**config.mk**
```make
export PLATFORM = sky130hd
export DESIGN_NAME = systolic_sequencer
export DESIGN_NICKNAME = d
export VERILOG_FILES = /design/src/rtl/systolic_sequencer_pkg.sv /design/src/rtl/systolic_sequencer_skew_line.sv /design/src/rtl/systolic_sequencer.sv
export SDC_FILE = /design/constraint.sdc
export NUM_CORES = 1
export LEC_CHECK = 0
export CORE_MARGIN = 5
export CORE_UTILIZATION = 50
export DETAILED_ROUTE_END_ITERATION = 16
export GPL_TIMING_DRIVEN = 0
export PLACE_DENSITY = 0.79
export SLEW_MARGIN = 20
export SYNTH_ARGS = -nofsm -noshare
export SYNTH_HDL_FRONTEND = slang
export SYNTH_SLANG_ARGS = --single-unit
```
**constraint.sdc**
```tcl
create_clock -name clk -period 2.35 [get_ports clk]
set_input_delay 0.47 -clock clk [delete_from_list [all_inputs] [get_ports clk]]
set_output_delay 0.47 -clock clk [all_outputs]
set_load 0.03 [all_outputs]
```
**src/rtl/systolic_sequencer_pkg.sv**
```systemverilog
// Shared types for the systolic tile sequencer: array scalar word and FSM states.
`ifndef SYS_ARRAY_LEN
`define SYS_ARRAY_LEN 4
`endif

package systolic_sequencer_pkg;

  localparam int unsigned SINGLE_WIDTH  = 8;
  localparam int unsigned SYS_ARRAY_LEN = `SYS_ARRAY_LEN;

  typedef struct packed {
    logic [SINGLE_WIDTH-1:0] data;
    logic                    valid;
  } scalar_t;

  localparam int unsigned SCALAR_W = $bits(scalar_t);

  typedef enum logic [2:0] {
    ST_IDLE,
    ST_CLEAR,
    ST_FEED,
    ST_FLUSH,
    ST_DRAIN,
    ST_DONE
  } seq_state_e;

endpackage

```
**src/rtl/systolic_sequencer_skew_line.sv**
```systemverilog
// Per-lane scalar delay line of DEPTH registers; flush zeroes every stage.
module systolic_sequencer_skew_line
  import systolic_sequencer_pkg::*;
#(
  parameter int unsigned DEPTH = 1
) (
  input  logic                clk,
  input  logic                rst_n,
  input  logic                flush,
  input  logic [SCALAR_W-1:0] din,
  output logic [SCALAR_W-1:0] dout
);

  logic [SCALAR_W-1:0] stage [DEPTH];

  always_ff @(posedge clk or negedge rst_n) begin
    if (!rst_n) begin
      for (int i = 0; i < int'(DEPTH); i++) stage[i] <= '0;
    end else if (flush) begin
      for (int i = 0; i < int'(DEPTH); i++) stage[i] <= '0;
    end else begin
      stage[0] <= din;
      for (int i = 1; i < int'(DEPTH); i++) stage[i] <= stage[i-1];
    end
  end

  assign dout = stage[DEPTH-1];

endmodule

```
**src/rtl/systolic_sequencer.sv**
```systemverilog
// Runs one output tile on the MAC array: clear, feed K skewed slices, flush, drain, done.
module systolic_sequencer
  import systolic_sequencer_pkg::*;
#(
  parameter int unsigned LEN     = SYS_ARRAY_LEN,
  parameter int unsigned KW      = 16,
  parameter int unsigned MAC_LAT = 2
) (
  input  logic                    clk,
  input  logic                    rst_n,
  input  logic                    start,
  input  logic [KW-1:0]           k_len,
  input  logic                    abort,
  output logic                    busy,
  output logic                    done,
  input  logic                    op_valid,
  output logic                    op_ready,
  input  logic [LEN*SCALAR_W-1:0] op_col,
  input  logic [LEN*SCALAR_W-1:0] op_row,
  output logic                    arr_clear,
  output logic [LEN*SCALAR_W-1:0] arr_column,
  output logic [LEN*SCALAR_W-1:0] arr_row,
  input  logic                    arr_ready
);

  localparam int unsigned DRAIN_CYC = LEN + MAC_LAT;
  localparam int unsigned CNT_W     = $clog2(DRAIN_CYC + 1);

  seq_state_e       state, state_n;
  logic [KW-1:0]    k_rem, k_rem_n;
  logic [CNT_W-1:0] flush_cnt, flush_cnt_n;
  logic [CNT_W-1:0] drain_cnt, drain_cnt_n;
  logic             abort_c;
  logic             hs_c;

  always_ff @(posedge clk or negedge rst_n) begin
    if (!rst_n) begin
      state     <= ST_IDLE;
      k_rem     <= '0;
      flush_cnt <= '0;
      drain_cnt <= '0;
      busy      <= 1'b0;
      done      <= 1'b0;
      arr_clear <= 1'b0;
    end else begin
      state     <= state_n;
      k_rem     <= k_rem_n;
      flush_cnt <= flush_cnt_n;
      drain_cnt <= drain_cnt_n;
      busy      <= (state_n != ST_IDLE);
      done      <= (state_n == ST_DONE);
      arr_clear <= (state_n == ST_CLEAR);
    end
  end

  // Next state; abort overrides every transition including a FEED handshake
  always_comb begin
    state_n     = state;
    k_rem_n     = k_rem;
    flush_cnt_n = '0;
    drain_cnt_n = '0;
    op_ready    = 1'b0;
    abort_c     = abort && (state != ST_IDLE);
    hs_c        = 1'b0;
    case (state)
      ST_IDLE: begin
        if (start) begin
          k_rem_n = k_len;
          state_n = ST_CLEAR;
        end
      end
      ST_CLEAR: state_n = (k_rem != '0) ? ST_FEED : ST_DRAIN;
      ST_FEED: begin
        op_ready = 1'b1;
        if (op_valid) begin
          k_rem_n = k_rem - KW'(1);
          if (k_rem == KW'(1)) state_n = (LEN > 1) ? ST_FLUSH : ST_DRAIN;
        end
      end
      ST_FLUSH: begin
        if (flush_cnt == CNT_W'(LEN - 2)) state_n = ST_DRAIN;
        else flush_cnt_n = flush_cnt + CNT_W'(1);
      end
      ST_DRAIN: begin
        if (drain_cnt != CNT_W'(DRAIN_CYC)) drain_cnt_n = drain_cnt + CNT_W'(1);
        else if (arr_ready) state_n = ST_DONE;
        else drain_cnt_n = drain_cnt;
      end
      ST_DONE: state_n = ST_IDLE;
      default: state_n = ST_IDLE;
    endcase
    hs_c = op_ready && op_valid && !abort_c;
    if (abort_c) begin
      state_n     = ST_IDLE;
      k_rem_n     = '0;
      flush_cnt_n = '0;
      drain_cnt_n = '0;
    end
  end

  // Lane i is delayed i+1 cycles; non-handshake cycles inject zero bubbles
  for (genvar i = 0; i < int'(LEN); i++) begin : g_lane
    systolic_sequencer_skew_line #(.DEPTH(i + 1)) u_col (
      .clk   (clk),
      .rst_n (rst_n),
      .flush (abort_c),
      .din   (hs_c ? op_col[i*SCALAR_W +: SCALAR_W] : '0),
      .dout  (arr_column[i*SCALAR_W +: SCALAR_W])
    );
    systolic_sequencer_skew_line #(.DEPTH(i + 1)) u_row (
      .clk   (clk),
      .rst_n (rst_n),
      .flush (abort_c),
      .din   (hs_c ? op_row[i*SCALAR_W +: SCALAR_W] : '0),
      .dout  (arr_row[i*SCALAR_W +: SCALAR_W])
    );
  end

endmodule

```
==> results.toml <==
[status]
status = "complete, no violations"

[worst_setup_path]
worst_ep_arrival_time_ns = 1.82
startpoint = "state[0]$_DFF_PN0_"
worst_setup_path_end_kind = "output port"
start_kind = "flop"
reg2reg_from = "state[1]$_DFF_PN0_"
cp.required_ns = 1.88
path_max_fanout = 10
critPathKind = "reg2out"

[detailed_routing]
first_pass_iters = 5
drc = 0
wire_per_inst_um = 15.24
vias = 5045
wirelength_um = 16060
vias_per_cell = 4.787
antenna_left = 0
drt_iter0_drc = 296

[floorplanning]
initial_core_util_pct = 51.28
die_w_um = 135.1
io_pins = 170
core_region_area_sq_um = 15260
fp.dieH_um = 135.1
die_area_sq_um = 18250
rows = 45

[power]
peakVddDrop_mv = 0.7215
comb_power_share_pct = 20.8
p_leak_nw = 5.117
seq_power_share_pct = 42.6
swShare_pct = 28.57
internal_power_mw = 6.839
p_per_area_nw_per_um2 = 900.9
netSwitchingPower_mw = 2.736
finalPower_mw = 9.574
p_clk_share_pct = 36.6

[clocking]
clkTransAtPathRegs_ns = 0.06
cts_root_buf = "clkbuf_16"
clockBufferDepth = 3
cts_num_sinks = 208
numCtsBuffers = 21
htree_levels = 1
clk_latency_ns = 0.49
cts_tree = "yes"

[logic_synthesis]
synthArstFlopShare_pct = 100.0
yosys_warnings = 0
synth_top_flop_cell = "dfrtp_1"
syn_avg_cell_area_sq_um = 12.40
synth_edf_count = 0
syn_nets = 728
synth_cells = 631
synth_cell_types = 57
ys_seq_area_share_pct = 66.52
netlist.top_cell.by_area = "dfrtp_1"
netlist_area_sq_um = 7825
ys_seq_elements = 208
synth.area.top_cells = "dfrtp_1, and2_1, buf_4, nor2_1, o21ai_0"
synth_top_area_share_pct = 66.52

[global_route]
grt_pass1_vias = 5279
grt_pass1_wl_um = 26310
grt_max_degree = 88
grt_usage_pct = 17.89
antenna_found_initial = 0
grt_overflow_total = 0

[worst_hold_path]
hold_path_class = "in2async"

[placed_design]
placed_cells = 1013
dp_hpwl_um = 11320
portBuffers = 169
gp_congestion = 0.8496

[cells_and_area]
area_delta_synth_final_pct = 35.82
fillers = 1044
fin_cells = 1054
n_antenna_cell = 0
num-nets-final = 925
drive_gt1_share_pct = 13.29

[timing]
rsz0062_at_grt = "false"
slew_violations = 0
fmax_mhz = 436.1
period_share_pct = 97.57
hold_viol = 0
setup_viol = 0
relSlewSlack_pct = 37.93
finalCriticalPeriod_ns = 2.293
skew_ns = 0.01472
worstMarginPinSlew_ns = 0.9225

[job]
maxCapViolations = 0
## synth_stat cells (all sizes together), types with 2 or more instances
library cell  instances
a211oi                6
a21boi                3
a21oi                12
a22oi                 5
a31oi                 2
and2                182
buf                  57
clkbuf               24
dfrtp               208
ha                    3
inv                   5
nand2                11
nand2b                2
nand3                 6
nand4                 3
nor2                 30
nor2b                 2
nor3                  9
nor3b                 4
nor4                  2
o21ai                19
o21bai                2
o32ai                 2
or2                   2
or4                   3
xor2                  2
## critical path, stage by stage (launching register included)
cell	delay (ns)
dfrtp_2	0.45
or3b_1	0.39
buf_4	0.19
clkinvlp_4	0.13
buf_4	0.17
## path summary, 6_finish.rpt
path | endpoint | slack (ns) | cells past startpoint
setup / recovery | op_ready | 0.06 | 4
hold / removal | g_lane[0].u_row.dout[3]$_DFF_PN0_ | 0.44 | 2
setup reg to reg | g_lane[2].u_row.dout[2]$_DFF_PN0_ | 0.18 | 5
hold reg to reg | g_lane[3].u_col.stage[21]$_DFF_PN0_ | 0.44 | 1
max in group asynchronous | g_lane[3].u_row.stage[16]$_DFF_PN0_ | 0.82 | 4
min in group clk | g_lane[3].u_col.stage[21]$_DFF_PN0_ | 0.44 | 1
## power by group through the flow
stage | combinational [mW] | sequential [mW] | clock, mW
detailed placement | 1.94 | 4.13 | 0
floorplan | 1.16 | 4.14 | 0
global route | 2.20 | 4.11 | 3.75
global placement | 1.86 | 4.12 | 0
CTS | 1.96 | 4.07 | 3.58
finish | 1.99 | 4.08 | 3.50
## kinds of logic (layout without fill, tap and decap cells)
group,after synthesis,count (layout),synth area share (%)
adder cells (fa/ha/maj),4,4,0.6077
AO/OA/AOI/OAI,64,64,5.389
multiplexers,2,2,0.2718
XOR/XNOR,3,3,0.3358
buffers and inverters,87,299,6.780
flip-flops,208,208,66.52
AND/OR/NAND/NOR,263,263,20.10
## through the flow
stage | instance area [sq um] | hold WS, ns | worst slack, ns | utilization, % | TNS [ns]
2_1_floorplan | 7825 | 0.1744 | 0.4310 | - | 0
3_3_place_gp | 9781 | 0.4303 | -7.105 | 64.10 | -1481.50
3_5_place_dp | 9841 | 0.3663 | -0.2359 | 64.49 | -7.968
4_1_cts | 10590 | 0.4369 | 0.01423 | 69.40 | 0
5_1_grt | 10630 | 0.4541 | 0.02439 | 69.65 | 0
6_report | 10630 | 0.4425 | 0.05699 | 69.65 | 0
## final cells by class
| class | count | area [sq um] | share of cell area (%) |
|---|---|---|---|
| clock inverters | 13 | 177.7 | 1.672 |
| multi-input cells | 336 | 2103 | 19.79 |
| clock buffers | 25 | 560.5 | 5.274 |
| plain buffers | 81 | 514.2 | 4.839 |
| flip-flops and latches | 208 | 5207 | 49.00 |
| repair buffers | 174 | 1774 | 16.69 |
| well taps | 211 | 264.0 | 2.484 |
| inverters | 6 | 26.28 | 0.2472 |
## registers in the layout, indices dropped and copies added (netlist names)
signal              flops
flush_cnt               3
g_lane.u_row.dout      36
done                    1
state                   3
k_rem                  16
g_lane.u_col.dout      36
drain_cnt               3
g_lane.u_col.stage     54
g_lane.u_row.stage     54
busy                    1
arr_clear               1
## what timing repair did
item	in CTS	in global routing
resized for setup	8	11
endpoints found under the setup margin	49	41
buffers inserted	0	2
hold buffers	1	0
endpoints found under the hold margin	39	0
## routing by layer
layer | wire (um) | vias to the layer above | global-route usage, %
met2 | 8031 | 198 | 30.37
met1 | 6495 | 2433 | 23.39
met3 | 1162 | 30 | 3.726
li1 | - | 2384 | -
met4 | 374 | 0 | 5.319
met5 | 0 | - | 0
## placed cells by master (no fill, tap or decap), types with 3 or more instances in the layout
| cell type | instances |
|---|---|
| nand4_1 | 3 |
| inv_1 | 5 |
| nand3_1 | 5 |
| and2_1 | 182 |
| buf_4 | 58 |
| a211oi_1 | 6 |
| nor3_1 | 8 |
| nand2_1 | 11 |
| clkbuf_1 | 23 |
| ha_1 | 3 |
| a21boi_0 | 3 |
| dfrtp_1 | 206 |
| clkdlybuf4s50_1 | 167 |
| clkbuf_16 | 21 |
| clkinvlp_4 | 3 |
| nor2_1 | 29 |
| bufinv_16 | 4 |
| a21oi_1 | 12 |
| a22oi_1 | 5 |
| o21ai_0 | 19 |
| clkinv_2 | 5 |
(Power assumes the default switching activity.)
